<file path="src/rtl/cam_pkg.sv">
// cam_pkg: shared constants for the camera YUV422 capture path.
// Holds byte-order encodings, sequencer state codes, colour-converter
// coefficients and the colour-bar YUV table used by the optional test pattern.
package cam_pkg;

    // Arrival order of the four bytes that make up one pixel pair
    localparam int BO_UYVY = 0;
    localparam int BO_YUYV = 1;

    // Which quad register a byte lands in
    localparam logic [1:0] F_U  = 2'd0;
    localparam logic [1:0] F_Y1 = 2'd1;
    localparam logic [1:0] F_V  = 2'd2;
    localparam logic [1:0] F_Y2 = 2'd3;

    // Sequencer states
    typedef logic [1:0] state_t;
    localparam state_t ST_IDLE    = 2'd0;
    localparam state_t ST_WAIT_VS = 2'd1;
    localparam state_t ST_ACTIVE  = 2'd2;

    // YUV -> RGB coefficients and offsets (results carry 8 fraction bits)
    localparam logic signed [18:0] C_Y   = 19'sd298;
    localparam logic signed [18:0] C_RV  = 19'sd409;
    localparam logic signed [18:0] C_GV  = 19'sd208;
    localparam logic signed [18:0] C_GU  = 19'sd100;
    localparam logic signed [18:0] C_BU  = 19'sd516;
    localparam logic signed [18:0] OFF_R = 19'sd57068;
    localparam logic signed [18:0] OFF_G = 19'sd34697;
    localparam logic signed [18:0] OFF_B = 19'sd70870;

    typedef struct packed {
        logic [7:0] y;
        logic [7:0] u;
        logic [7:0] v;
    } yuv_t;

    // Colour bars: white, yellow, cyan, green, magenta, red, blue, black
    function automatic yuv_t bar_yuv(input logic [2:0] bar);
        yuv_t c;
        case (bar)
            3'd0:    c = '{y: 8'd235, u: 8'd128, v: 8'd128};
            3'd1:    c = '{y: 8'd210, u: 8'd16,  v: 8'd146};
            3'd2:    c = '{y: 8'd170, u: 8'd166, v: 8'd16};
            3'd3:    c = '{y: 8'd145, u: 8'd54,  v: 8'd34};
            3'd4:    c = '{y: 8'd106, u: 8'd202, v: 8'd222};
            3'd5:    c = '{y: 8'd81,  u: 8'd90,  v: 8'd240};
            3'd6:    c = '{y: 8'd41,  u: 8'd240, v: 8'd110};
            default: c = '{y: 8'd16,  u: 8'd128, v: 8'd128};
        endcase
        return c;
    endfunction

    // Negative saturates to 0, anything past 8.8 range saturates to 255
    function automatic logic [7:0] clamp8(input logic signed [18:0] val);
        logic [7:0] res;
        if (val < 19'sd0)
            res = 8'd0;
        else if (val >= 19'sd65536)
            res = 8'd255;
        else
            res = val[15:8];
        return res;
    endfunction

endpackage

</file>
<file path="src/rtl/cam_color_conv.sv">
// cam_color_conv: combinational 4:2:2 YUV -> RGB converter for one pixel pair.
// Both pixels share U/V; output packs {R2,G2,B2,R1,G1,B1}.
module cam_color_conv
    import cam_pkg::*;
(
    input  logic [7:0]  y1,
    input  logic [7:0]  y2,
    input  logic [7:0]  u,
    input  logic [7:0]  v,
    output logic [47:0] rgb
);

    logic [7:0] y_pix [2];
    logic signed [18:0] u_s;
    logic signed [18:0] v_s;

    assign y_pix[0] = y1;
    assign y_pix[1] = y2;
    assign u_s = $signed({11'd0, u});
    assign v_s = $signed({11'd0, v});

    genvar gi;
    generate
        for (gi = 0; gi < 2; gi++) begin : g_pix
            logic signed [18:0] y_s;
            logic signed [18:0] r_s;
            logic signed [18:0] g_s;
            logic signed [18:0] b_s;

            // Per-pixel matrix multiply followed by saturation to 8 bits
            always_comb begin
                y_s = C_Y * $signed({11'd0, y_pix[gi]});
                r_s = y_s + C_RV * v_s - OFF_R;
                g_s = y_s - C_GV * v_s - C_GU * u_s + OFF_G;
                b_s = y_s + C_BU * u_s - OFF_B;
                rgb[24*gi +: 24] = {clamp8(r_s), clamp8(g_s), clamp8(b_s)};
            end
        end
    endgenerate

endmodule

</file>
<file path="src/rtl/cam_yuv_seq.sv">
// cam_yuv_seq: sequences the camera YUV422 byte stream into RGB pixel pairs.
// Frame FSM, quad capture, SOF/EOL tagging, 2-entry output FIFO with
// valid/ready and a sticky overflow flag.
// Optional: define CAM_YUV_SEQ_TESTPAT_EN to add the TESTPAT colour-bar input.
module cam_yuv_seq
    import cam_pkg::*;
#(
    parameter int H_PIXELS   = 640,
    parameter int BYTE_ORDER = 0
) (
    input  logic        ACLK,
    input  logic        ARESETN,
    input  logic        ENABLE,
    input  logic        CAM_VSYNC,
    input  logic        CAM_HREF,
    input  logic        CAM_VALID,
    input  logic [7:0]  CAM_DATA,
`ifdef CAM_YUV_SEQ_TESTPAT_EN
    input  logic        TESTPAT,
`endif
    output logic [47:0] OUT_RGB,
    output logic        OUT_SOF,
    output logic        OUT_EOL,
    output logic        OUT_VALID,
    input  logic        OUT_READY,
    output logic        OVERFLOW,
    input  logic        CLR_OVF
);

    localparam int PAIRS = H_PIXELS / 2;
    localparam int CW    = $clog2(PAIRS + 1);
    // Counter parks one past the last pair so surplus pairs never carry EOL
    localparam logic [CW-1:0] CNT_LAST = CW'(PAIRS - 1);
    localparam logic [CW-1:0] CNT_SAT  = CW'(PAIRS);

    state_t        state_q, state_d;
    logic          vs_prev_q, href_prev_q;
    logic [1:0]    idx_q, idx_d;
    logic [7:0]    u_q, y1_q, v_q, y2_q;
    logic [7:0]    u_d, y1_d, v_d, y2_d;
    logic          quad_done_q, quad_done_d;
    logic [CW-1:0] cnt_q, cnt_d;
    logic          sof_pend_q, sof_pend_d;
    logic [49:0]   mem_q [2];
    logic [49:0]   mem_d [2];
    logic          wr_ptr_q, wr_ptr_d, rd_ptr_q, rd_ptr_d;
    logic [1:0]    count_q, count_d;
    logic          ovf_q, ovf_d;

    logic          vs_rise, href_fall, frame_start, accept;
    logic          pop, wr_en, drop;
    logic [1:0]    field;
    logic [7:0]    cu, cy1, cv, cy2;
    logic [47:0]   rgb;

    assign vs_rise     = CAM_VSYNC & ~vs_prev_q;
    assign href_fall   = href_prev_q & ~CAM_HREF;
    assign frame_start = (state_q == ST_WAIT_VS) & vs_rise & ENABLE;
    assign accept      = (state_q == ST_ACTIVE) & CAM_HREF & CAM_VALID;

    // Frame-level sequencing; frames are atomic, ENABLE only matters at edges
    always_comb begin
        state_d = state_q;
        case (state_q)
            ST_IDLE:    if (ENABLE) state_d = ST_WAIT_VS;
            ST_WAIT_VS: if (vs_rise && ENABLE) state_d = ST_ACTIVE;
            ST_ACTIVE:  if (vs_rise) state_d = ENABLE ? ST_WAIT_VS : ST_IDLE;
            default:    state_d = ST_IDLE;
        endcase
    end

    // Byte capture into the quad registers; HREF low discards a partial quad
    always_comb begin
        idx_d       = idx_q;
        u_d         = u_q;
        y1_d        = y1_q;
        v_d         = v_q;
        y2_d        = y2_q;
        quad_done_d = 1'b0;
        field       = (BYTE_ORDER == BO_UYVY) ? idx_q : {idx_q[1], ~idx_q[0]};
        if (frame_start || !CAM_HREF) begin
            idx_d = 2'd0;
        end else if (accept) begin
            case (field)
                F_U:     u_d  = CAM_DATA;
                F_Y1:    y1_d = CAM_DATA;
                F_V:     v_d  = CAM_DATA;
                default: y2_d = CAM_DATA;
            endcase
            idx_d       = idx_q + 2'd1;
            quad_done_d = (idx_q == 2'd3);
        end
    end

`ifdef CAM_YUV_SEQ_TESTPAT_EN
    logic tp_q;
    yuv_t bar0, bar1;

    // Substitute colour-bar YUV for camera bytes when the pattern is selected
    always_comb begin
        int p0, b0, b1;
        p0 = 2 * int'(cnt_q);
        b0 = (p0 * 8) / H_PIXELS;
        b1 = ((p0 + 1) * 8) / H_PIXELS;
        if (b0 > 7) b0 = 7;
        if (b1 > 7) b1 = 7;
        bar0 = bar_yuv(3'(b0));
        bar1 = bar_yuv(3'(b1));
        cu   = tp_q ? bar0.u : u_q;
        cv   = tp_q ? bar0.v : v_q;
        cy1  = tp_q ? bar0.y : y1_q;
        cy2  = tp_q ? bar1.y : y2_q;
    end

    // Pattern select is frozen for the whole frame
    always_ff @(posedge ACLK or negedge ARESETN) begin
        if (!ARESETN)
            tp_q <= 1'b0;
        else if (frame_start)
            tp_q <= TESTPAT;
    end
`else
    // Converter always sees the latched camera quad
    always_comb begin
        cu  = u_q;
        cv  = v_q;
        cy1 = y1_q;
        cy2 = y2_q;
    end
`endif

    cam_color_conv u_conv (
        .y1  (cy1),
        .y2  (cy2),
        .u   (cu),
        .v   (cv),
        .rgb (rgb)
    );

    assign OUT_VALID = (count_q != 2'd0);
    assign pop       = OUT_VALID & OUT_READY;
    // A pop in the same cycle frees the slot, so a full FIFO can still accept
    assign wr_en     = quad_done_q & ((count_q != 2'd2) | pop);
    assign drop      = quad_done_q & (count_q == 2'd2) & ~pop;
    assign {OUT_SOF, OUT_EOL, OUT_RGB} = mem_q[rd_ptr_q];
    assign OVERFLOW  = ovf_q;

    // Tagging, FIFO bookkeeping and sticky overflow
    always_comb begin
        mem_d      = mem_q;
        wr_ptr_d   = wr_ptr_q;
        rd_ptr_d   = rd_ptr_q;
        count_d    = count_q;
        cnt_d      = cnt_q;
        sof_pend_d = sof_pend_q;
        if (wr_en) begin
            mem_d[wr_ptr_q] = {sof_pend_q, (cnt_q == CNT_LAST), rgb};
            wr_ptr_d        = ~wr_ptr_q;
            sof_pend_d      = 1'b0;
        end
        if (pop)
            rd_ptr_d = ~rd_ptr_q;
        case ({wr_en, pop})
            2'b10:   count_d = count_q + 2'd1;
            2'b01:   count_d = count_q - 2'd1;
            default: count_d = count_q;
        endcase
        // Dropped quads still consume a pair slot in the line
        if (frame_start || href_fall)
            cnt_d = '0;
        else if (quad_done_q && cnt_q != CNT_SAT)
            cnt_d = cnt_q + 1'b1;
        if (frame_start)
            sof_pend_d = 1'b1;
        ovf_d = drop | (ovf_q & ~CLR_OVF);
    end

    // State registers
    always_ff @(posedge ACLK or negedge ARESETN) begin
        if (!ARESETN) begin
            state_q     <= ST_IDLE;
            vs_prev_q   <= 1'b0;
            href_prev_q <= 1'b0;
            idx_q       <= 2'd0;
            u_q         <= 8'd0;
            y1_q        <= 8'd0;
            v_q         <= 8'd0;
            y2_q        <= 8'd0;
            quad_done_q <= 1'b0;
            cnt_q       <= '0;
            sof_pend_q  <= 1'b0;
            mem_q       <= '{default: '0};
            wr_ptr_q    <= 1'b0;
            rd_ptr_q    <= 1'b0;
            count_q     <= 2'd0;
            ovf_q       <= 1'b0;
        end else begin
            state_q     <= state_d;
            vs_prev_q   <= CAM_VSYNC;
            href_prev_q <= CAM_HREF;
            idx_q       <= idx_d;
            u_q         <= u_d;
            y1_q        <= y1_d;
            v_q         <= v_d;
            y2_q        <= y2_d;
            quad_done_q <= quad_done_d;
            cnt_q       <= cnt_d;
            sof_pend_q  <= sof_pend_d;
            mem_q       <= mem_d;
            wr_ptr_q    <= wr_ptr_d;
            rd_ptr_q    <= rd_ptr_d;
            count_q     <= count_d;
            ovf_q       <= ovf_d;
        end
    end

endmodule

</file>
<file path="config.mk">
export PLATFORM = sky130hd
export DESIGN_NAME = cam_yuv_seq
export DESIGN_NICKNAME = d
export VERILOG_FILES = /design/src/rtl/cam_pkg.sv /design/src/rtl/cam_color_conv.sv /design/src/rtl/cam_yuv_seq.sv
export SDC_FILE = /design/constraint.sdc
export NUM_CORES = 1
export LEC_CHECK = 0
export CAP_MARGIN = 30
export CORE_MARGIN = 2
export CORE_UTILIZATION = 46
export DETAILED_ROUTE_END_ITERATION = 16
export PLACE_DENSITY = 0.62
export SLEW_MARGIN = 20
export SYNTH_ARGS = -nofsm -noshare
export SYNTH_HDL_FRONTEND = slang
export SYNTH_SLANG_ARGS = --single-unit
</file>
<file path="constraint.sdc">
create_clock -name ACLK -period 7.4 [get_ports ACLK]
set_input_delay 1.48 -clock ACLK [delete_from_list [all_inputs] [get_ports ACLK]]
set_output_delay 1.48 -clock ACLK [all_outputs]
set_load 0.01 [all_outputs]
</file>
# Word level (Yosys, flattened, before mapping)
# Cells that the tools add are included.
# totals
wordCells,144
out_inout_bits,52
memories,0
latch_bits,0
romBits,0
regBits,154
ramBits,0
# classes
reduce_logical,19
n_mux,32
bitwise,23
magnitude_cmp,15
multipliers,6
div,0
n_addsub,18
n_eq_ne,14
n_shift,0
# ops
operator,n
$mux 50,4
$ge 19x18->1 const B,6
$lt 19x1->1 const B,6
$bwmux 100,1
$mux 8,12
$add 19x19->19,4
$sub 19x19->19,4
$demux 50 s1,1
$mul 8x8->16 const A,3
$add 19x17->19 const B,2
$sub 19x17->19 const B,2
$sub 19x18->19 const B,2
$mux 9,2
$mul 9x8->17 const A,1
$reduce_and 3->1,5
$mul 5x8->13 const A,1
$mul 4x8->12 const A,1
$and 1x1->1,11
$eq 2x2->1 const B,5
$mux 2,5
$reduce_bool 2->1,5
$add 9x1->9 const B,1
$eq 9x9->1 const B,1
$ne 9x9->1 const B,1
other kinds (18),41

# Logic depth before layout (Yosys ltp)
# Gate-level depths: netlist of the first run.
# logic_depth
word_depth,8
mapped_depth,27

# Cells and area by module
# A second synthesis of the first run with hierarchy kept.
# hier_totals
hier_cells,1773
area_unflattened_um2,17415.5
# by_module_without_submodules
mod,n_inst,cells_per_inst,area_each_um2
cam_color_conv,1,1330,10770.3
cam_yuv_seq,1,443,6645.1

# Worst setup path after synthesis of the first run
# OpenSTA, ideal clock, no wires.
# synth_timing
path_kind,register to register
startpoint,"register y1_q[4], in the netlist cy1[4]"
endpoint,register mem_q[12] (netlist bit)
required_ns,7.279
period_less_slack_ns,5.795
path_stages_with_launch,25
setup_ns,0.121
setup_slack_ns,1.605
arrival_time_ns,5.674
path_cell_list,dfrtp_1 -> ha_1 -> ha_1 -> ha_1 -> inv_1 -> fa_1 -> inv_1 -> ha_1 -> a21o_1 -> a21oi_1 -> o21bai_1 -> a21oi_1 -> o21ai_0 -> a21o_1 -> a21o_1 -> xor2_1 -> fa_1 -> ha_1 -> and4_1 -> a2111oi_0 -> o21ai_0 -> xor2_1 -> o2bb2ai_2 -> o21ai_0 -> a22o_1
# synth_between
elab_chain_cells,8
# synth_lines
item,line,rtl
"start, declared",cam_yuv_seq.sv:39,"logic [7:0] u_q, y1_q, v_q, y2_q;"
"start signal, assigned",cam_yuv_seq.sv:203,y1_q <= y1_d;
$mul 8x8->16 *,cam_color_conv.sv:32,"y_s = C_Y * $signed({11'd0, y_pix[gi]});"
$sub 19x19->19 * (2 in series),cam_color_conv.sv:34,g_s = y_s - C_GV * v_s - C_GU * u_s + OFF_G;
$add 19x17->19 *,cam_color_conv.sv:34,
$ge 19x18->1,cam_pkg.sv:59,else if (val >= 19'sd65536)
$mux 8,cam_pkg.sv:59,
$mux 8 *,cam_pkg.sv:57,if (val < 19'sd0)
$bwmux 100 *,cam_yuv_seq.sv:157,"mem_d[wr_ptr_q] = {sof_pend_q, (cnt_q == CNT_LAST), rgb};"
"end signal, assigned",cam_yuv_seq.sv:209,mem_q <= mem_d;
"end, declared",cam_yuv_seq.sv:44,logic [49:0] mem_q [2];
# Mark *: on every way between the ends. The rest lies on a longest branch, timed or not.
# A chain may end at the register's enable or synchronous reset.

# Worst setup path in the final report of the first run
# layout_timing
startpoint,"register y2_q[2], in the netlist cy2[2]"
endpoint,register mem_q[82] (netlist bit)
# layout_between
elab_chain_cells,8
# layout_lines
item,line,rtl
"start, declared",cam_yuv_seq.sv:39,
"start signal, assigned",cam_yuv_seq.sv:205,y2_q <= y2_d;
$mul 8x8->16 *,cam_color_conv.sv:32,
$sub 19x19->19 * (2 in series),cam_color_conv.sv:34,
$add 19x17->19 *,cam_color_conv.sv:34,
$ge 19x18->1,cam_pkg.sv:59,
$mux 8,cam_pkg.sv:59,
$mux 8 *,cam_pkg.sv:57,
$bwmux 100 *,cam_yuv_seq.sv:157,
# Marked as above.

==> impl_metrics.tcl, run 1 <==
set metrics [dict create \
    r2r_cells 24 \
    synth_edf_count 0 \
    yosysTopAreaCellShare_pct 25.5 \
    whs_endpoint "state_q[0]$_DFFE_PN0P_" \
    rsz0062_at_grt "no" \
    cts_tree "built" \
    skew_ns 0.0149 \
    hold_viol_final 0 \
    nNetsFinal 2237 \
    ys_top_cells_by_area "ha_1 (25%), dfrtp_1 (23%), fa_1 (7.7%), mux2_2 (6.5%), inv_1 (5.4%)" \
    critPathArrivalTime_ns 6.84 \
    finalCriticalPeriod_ns 6.48 \
    placed_area_sq_mm 0.0179 \
    rrSetupSlack_ns 0.92 \
    fin_util_pct 52.0 \
    rows 69 \
    antenna_left 0 \
    max-clock-path-buffers 2 \
    critPathMaxStageDelay_ns 0.52 \
    cap_viol_max_count 0 \
    htreeDepth 4 \
    syn-num-nets 2171 \
    wl_mm 41.9 \
    grt_pass1_wl_mm 68.2 \
    cp-end-kind "register" \
    cp.required_ns 7.76 \
    syn_area_sq_mm 0.0167 \
    startpoint_type "register" \
    timing.rr.end "mem_q[82]$_DFFE_PN0P_" \
    crit_fanout 8 \
    ioPinCount 68 \
    finalSetupTns_ns 0 \
    drive_gt1_share_pct 9.08 \
    dp_hpwl_mm 34.4 \
    holdCritPathClass "register to register" \
    clk_pin_slew_worst_paths_ns 0.07 \
    final.period_utilization_pct 87.6 \
    crit_type "register to register" \
    drtPass1Iterations 5 \
    ys.flop_type "dfrtp_1" \
    port_buffers 67 \
    grt-ovfl-total 0 \
    cp_slowest_cell "fa_1" \
    start_util_pct 46.8 \
    worst_slack_ns 0.920 \
    cts_inserted_buffers 17 \
    wl_per_cell_microns 18.3 \
    cp_top_family "adder cells" \
    clkLatencyLatePin_ns 0.45 \
    fin_area_sq_mm 0.0185 \
    synth_warnings 0 \
    r2r_start "cy2[2]$_DFFE_PN0P_" \
    grt_pass1_vias 12600 \
    die_w_microns 195 \
    ys_seq_area_share_pct 23.1 \
    top_layer "met4" \
    cts_resized 0 \
    path_buf_inv 2 \
    ys_ff_latch 154 \
    vias 12700 \
    peakVddDrop_v 0.000214 \
    antenna_found_initial 0 \
    drc 0 \
    via_per_inst 5.53 \
    finalWeightedCongestion 0.919 \
    cpMostUsedCell "ha_1" \
    postCtsSetupRepairBufs 0 \
    yosysMostFrequentCell "ha_1" \
    hold_depth 1 \
    maxSlewViolCount 0 \
    setup_viol 0 \
    cts_hold_buf 0 \
    synth_cells 1751 \
    core_area_sq_mm 0.0357 \
    tightest_slew_ns 0.821 \
    power_density_mw_per_mm2 258 \
    synth_top_area_cell "ha_1" \
    status "finished clean" \
    routedLengthMet1_mm 20.8 \
    ys_types 81 \
    relSlewSlack_pct 44.9 \
    p_leak_nw 9.87 \
    area_delta_synth_final_pct 11.0 \
    dp_slack_ns 0.947 \
    nFillCells 3330 \
    die-area_sq_mm 0.0378 \
    avgSynthCellArea_sq_um 9.54 \
    startpoint "cy2[2]$_DFFE_PN0P_" \
    track_usage_pct 23.0 \
    root_buffer "clkbuf_16" \
    path_cells "ha_1 -> ha_1 -> ha_1 -> inv_1 -> fa_1 -> inv_1 -> ha_1 -> a21o_1 -> a21oi_1 -> o21bai_1 -> a21oi_1 -> o21bai_1 -> xor2_1 -> fa_1 -> ha_1 -> ha_1 -> a21oi_1 -> o21bai_1 -> a2111oi_0 -> o31ai_1 -> xnor2_1 -> a22oi_2 -> nor2_1 -> o21ai_0" \
    max_freq_ghz 0.154 \
    synth_commonest_cells "ha_1 (340), inv_1 (240), dfrtp_1 (154)" \
    min_from "state_q[1]$_DFFE_PN0P_" \
    cts_num_sinks 154 \
    grt_start_max_net_pins 92 \
    route.met3.wl_mm 1.41 \
    drt_iter0_drc 697 \
    wl_met2_mm 18.6 \
    ys_async_sr_fraction_pct 100 \
    timing.hold.ws_ns 0.471 \
    die_h_microns 195 \
]
cells by family (layout without fill, tap and decap cells):
family          Yosys count  in the layout  share of synthesized area [%]
compound gates          377            377                           15.5
xor+xnor                114            114                           5.98
fa+ha+maj               404            404                           33.1
buf+inv                 272            350                           6.14
flops                   154            154                           23.1
mux                     100            100                           6.72
other cells               0              1                              0
simple gates            330            330                           9.44
stage by stage:
stage / instances / power [mW]
after global placement: 2258 / 3.79
after detailed placement: 2258 / 3.83
after floorplan: 1751 / 3.08
final: 2291 / 4.78
after CTS: 2289 / 4.77
after global routing: 2290 / 5.19
per-layer routing:
layer	vias to the layer above	GRT usage, %
li1	6287	-
met1	6079	32.2
met2	252	36.7
met3	49	2.95
met4	0	7.78
met5	-	0
worst max-delay path by stage:
| stage | endpoint | slack, ns | cells past startpoint |
|---|---|---|---|
| after floorplan | mem_q[12]$_DFFE_PN0P_ | 1.60 | 24 |
| after global placement | mem_q[12]$_DFFE_PN0P_ | 1.07 | 24 |
| after detailed placement | mem_q[82]$_DFFE_PN0P_ | 0.95 | 24 |
| after CTS | mem_q[82]$_DFFE_PN0P_ | 0.90 | 24 |
| final | mem_q[82]$_DFFE_PN0P_ | 0.92 | 24 |
| after global routing | mem_q[82]$_DFFE_PN0P_ | 0.36 | 24 |
cell usage in the layout (no fill, tap or decap), types with 17 or more instances in the layout:
cell / count
ha_1: 340
dfrtp_1: 153
fa_1: 64
a21oi_1: 84
mux2_2: 97
inv_1: 240
xnor2_1: 67
nor2_1: 88
xor2_1: 47
clkdlybuf4s50_1: 66
nor3_1: 17
nand2_1: 116
a21o_1: 31
a22o_1: 32
o21bai_1: 21
clkbuf_16: 17
nand3_1: 23
o21ai_0: 82
worst reg2reg max path: stages (launching register included):
cell	delay [ns]
dfrtp_1	0.44
ha_1	0.34
ha_1	0.28
ha_1	0.27
inv_1	0.05
fa_1	0.53
inv_1	0.04
ha_1	0.34
a21o_1	0.19
a21oi_1	0.24
o21bai_1	0.09
a21oi_1	0.23
o21bai_1	0.15
xor2_1	0.32
fa_1	0.46
ha_1	0.31
ha_1	0.37
a21oi_1	0.27
o21bai_1	0.11
a2111oi_0	0.44
o31ai_1	0.15
xnor2_1	0.16
a22oi_2	0.31
nor2_1	0.12
o21ai_0	0.18
power by group:
| group | switching, mW | internal, mW | total, mW |
|---|---|---|---|
| clock network | 0.370 | 0.538 | 0.908 |
| registers | 0.0376 | 0.856 | 0.893 |
| logic | 1.83 | 1.15 | 2.98 |
flip-flops by register name, indices dropped and copies added, names as in the netlist:
name	cells
state_q	2
wr_ptr_q	1
href_prev_q	1
cy1	8
mem_q	100
rd_ptr_q	1
quad_done_q	1
cv	8
field	2
cy2	8
OVERFLOW	1
sof_pend_q	1
count_q	2
cnt_q	9
vs_prev_q	1
cu	8
layout make-up:
type                       instances  area (sq um)  share of cell area, %
antenna                            1          2.50                 0.0135
clock buffer                      20           447                   2.41
clock inverter                    11           145                  0.783
inverter                         240           901                   4.86
multi-input combinational       1325         11800                   63.8
sequential                       154          3850                   20.8
tap                              461           577                   3.11
timing repair buffer              79           782                   4.22
Note: power is estimated with default switching activity, not from simulation.
==> run 2: changes to the inputs <==
--- a/config.mk
+++ b/config.mk
@@ -10,7 +10,6 @@
 export CORE_UTILIZATION = 46
 export DETAILED_ROUTE_END_ITERATION = 16
 export PLACE_DENSITY = 0.62
-export SLEW_MARGIN = 20
 export SYNTH_ARGS = -nofsm -noshare
 export SYNTH_HDL_FRONTEND = slang
 export SYNTH_SLANG_ARGS = --single-unit
==> run 2 against run 1 <==
Clock power hardly changed. Combinational power hardly changed. Clock-buffer cell count stayed put. Wire length hardly changed. Register-to-register slack hardly changed. Largest cell class unchanged. Die area stayed put. Sequential cell count stayed put. Via count is 0.32% higher. Design area is 0.15% lower. First-iteration DRC count is 5.0% higher. Highest routed layer unchanged. Largest power group unchanged. Power hardly changed.
==> impl_metrics.tcl, run 2 (synthesis results as in run 1) <==
set metrics [dict create \
    via_per_inst 5.55 \
    path_buf_inv 2 \
    finalSetupTns_ns 0 \
    min_from "state_q[1]$_DFFE_PN0P_" \
    vias 12700 \
    nNetsFinal 2236 \
    cp-end-kind "register" \
    wl_met2_mm 18.7 \
    postCtsSetupRepairBufs 0 \
    grt_pass1_wl_mm 68.2 \
    peakVddDrop_v 0.000214 \
    routedLengthMet1_mm 20.5 \
    route.met3.wl_mm 1.59 \
    die-area_sq_mm 0.0378 \
    hold_viol_final 0 \
    r2r_cells 24 \
    rows 69 \
    max_freq_ghz 0.154 \
    skew_ns 0.0153 \
    finalCriticalPeriod_ns 6.48 \
    cp_slowest_cell "fa_1" \
    grt_pass1_vias 12600 \
    cts_num_sinks 154 \
    cap_viol_max_count 0 \
    top_register "mem_q" \
    grt-ovfl-total 0 \
    die_w_microns 195 \
    power.share.clock_pct 19.0 \
    wl_mm 42.0 \
    drtPass1Iterations 5 \
    reg_top3 "mem_q (100), cnt_q (9)" \
    fin_area_sq_mm 0.0185 \
    clk_pin_slew_worst_paths_ns 0.07 \
    grt_start_max_net_pins 92 \
    status "finished clean" \
    path_cells "ha_1 -> ha_1 -> ha_1 -> inv_1 -> fa_1 -> inv_1 -> ha_1 -> a21o_1 -> a21oi_1 -> o21bai_1 -> a21oi_1 -> o21bai_1 -> xor2_1 -> fa_1 -> ha_1 -> ha_1 -> a21oi_1 -> o21bai_1 -> a2111oi_0 -> o31ai_1 -> xnor2_1 -> a22oi_2 -> nor2_1 -> o21ai_0" \
    die_h_microns 195 \
    cp-endpoint "mem_q[82]$_DFFE_PN0P_" \
    cts_resized 0 \
    critPathMaxStageDelay_ns 0.52 \
    crit_fanout 8 \
    rsz0062_at_grt "no" \
    critPathArrivalTime_ns 6.84 \
    finalWeightedCongestion 0.919 \
    root_buffer "clkbuf_16" \
    wl_per_cell_microns 18.3 \
    largest_register_ffs 100 \
    area_delta_synth_final_pct 10.8 \
    drt_iter0_drc 732 \
    holdCritPathClass "register to register" \
    p_comb_share_pct 62.3 \
    cp.depth 24 \
    rrSetupSlack_ns 0.92 \
    most-common-layout-cells "ha_1 (340), inv_1 (240), dfrtp_1 (153)" \
    crit_type "register to register" \
    ioPinCount 68 \
    relSlewSlack_pct 41.1 \
    max-clock-path-buffers 2 \
    cp_top_family "adder cells" \
    track_usage_pct 23.0 \
    core_area_sq_mm 0.0357 \
    clkLatencyLatePin_ns 0.46 \
    cts_tree "built" \
    antenna_left 0 \
    top_layer "met4" \
    antenna_found_initial 0 \
    dp_hpwl_mm 34.4 \
    startpoint_type "register" \
    final_common_cell "ha_1" \
    drc 0 \
    hold_depth 1 \
    seq_power_share_pct 18.7 \
    timing.rr.end "mem_q[82]$_DFFE_PN0P_" \
    cts_hold_buf 0 \
    startpoint "cy2[2]$_DFFE_PN0P_" \
    cts_inserted_buffers 17 \
    intPower_mw 2.54 \
    final.period_utilization_pct 87.5 \
    htreeDepth 4 \
    drive_gt1_share_pct 9.03 \
    port_buffers 67 \
    r2r_start "cy2[2]$_DFFE_PN0P_" \
    cp.required_ns 7.76 \
    tightest_slew_ns 0.883 \
    placed_area_sq_mm 0.0179 \
    p_sw_mw 2.24 \
    maxSlewViolCount 0 \
    cpMostUsedCell "ha_1" \
    setup_viol 0 \
    power_density_mw_per_mm2 258 \
    switching_share_pct 46.9 \
    p_leak_nw 9.86 \
    start_util_pct 46.8 \
]
[run 2: per-layer routing]
layer	global-route usage [%]	vias up
li1	-	6286
met1	32.2	6091
met2	36.7	271
met3	2.95	59
met4	7.78	0
met5	0	-
[run 2: worst min path at each step]
stage,end,slack (ns)
after floorplan,state_q[0]$_DFFE_PN0P_,0.42
after detailed placement,state_q[0]$_DFFE_PN0P_,0.45
final,state_q[0]$_DFFE_PN0P_,0.47
after global placement,state_q[0]$_DFFE_PN0P_,0.44
after CTS,state_q[0]$_DFFE_PN0P_,0.47
after global routing,mem_q[96]$_DFFE_PN0P_,0.50
[run 2: layout make-up]
cell class                      count  area (sq um)
Antenna cell                        1          2.50
Clock buffer                       20           447
Clock inverter                     11           145
Fill cell                        3331         17200
Inverter                          240           901
Multi-Input combinational cell   1325         11800
Sequential cell                   154          3850
Tap cell                          461           577
Timing Repair Buffer               78           754
[run 2: per-stage QoR]
step	hold WS, ns	cells	util, %	total power [mW]	setup WS [ns]
after CTS	0.471	2289	51.9	4.77	0.904
after floorplan	0.421	1751	-	3.08	1.60
after detailed placement	0.451	2258	50.2	3.83	0.947
final	0.470	2290	51.9	4.78	0.924
after global placement	0.439	2258	50.2	3.79	1.07
after global routing	0.502	2289	51.9	5.19	0.360
[run 2: worst register-to-register path, stage by stage (launching register included)]
cell and delay, ns:
dfrtp_1 0.44, ha_1 0.34, ha_1 0.28, ha_1 0.27
inv_1 0.05, fa_1 0.53, inv_1 0.04, ha_1 0.34
a21o_1 0.19, a21oi_1 0.24, o21bai_1 0.09, a21oi_1 0.23
o21bai_1 0.15, xor2_1 0.32, fa_1 0.46, ha_1 0.31
ha_1 0.37, a21oi_1 0.27, o21bai_1 0.10, a2111oi_0 0.44
o31ai_1 0.15, xnor2_1 0.16, a22oi_2 0.31, nor2_1 0.12
o21ai_0 0.18
[run 2: power groups by stage]
| stage | clock (mW) | sequential, mW | combinational, mW |
|---|---|---|---|
| global route | 0.970 | 0.894 | 3.33 |
| floorplan | 0 | 0.891 | 2.19 |
| detailed placement | 0 | 0.908 | 2.92 |
| finish | 0.910 | 0.893 | 2.98 |
| CTS | 0.931 | 0.893 | 2.95 |
| global placement | 0 | 0.907 | 2.88 |
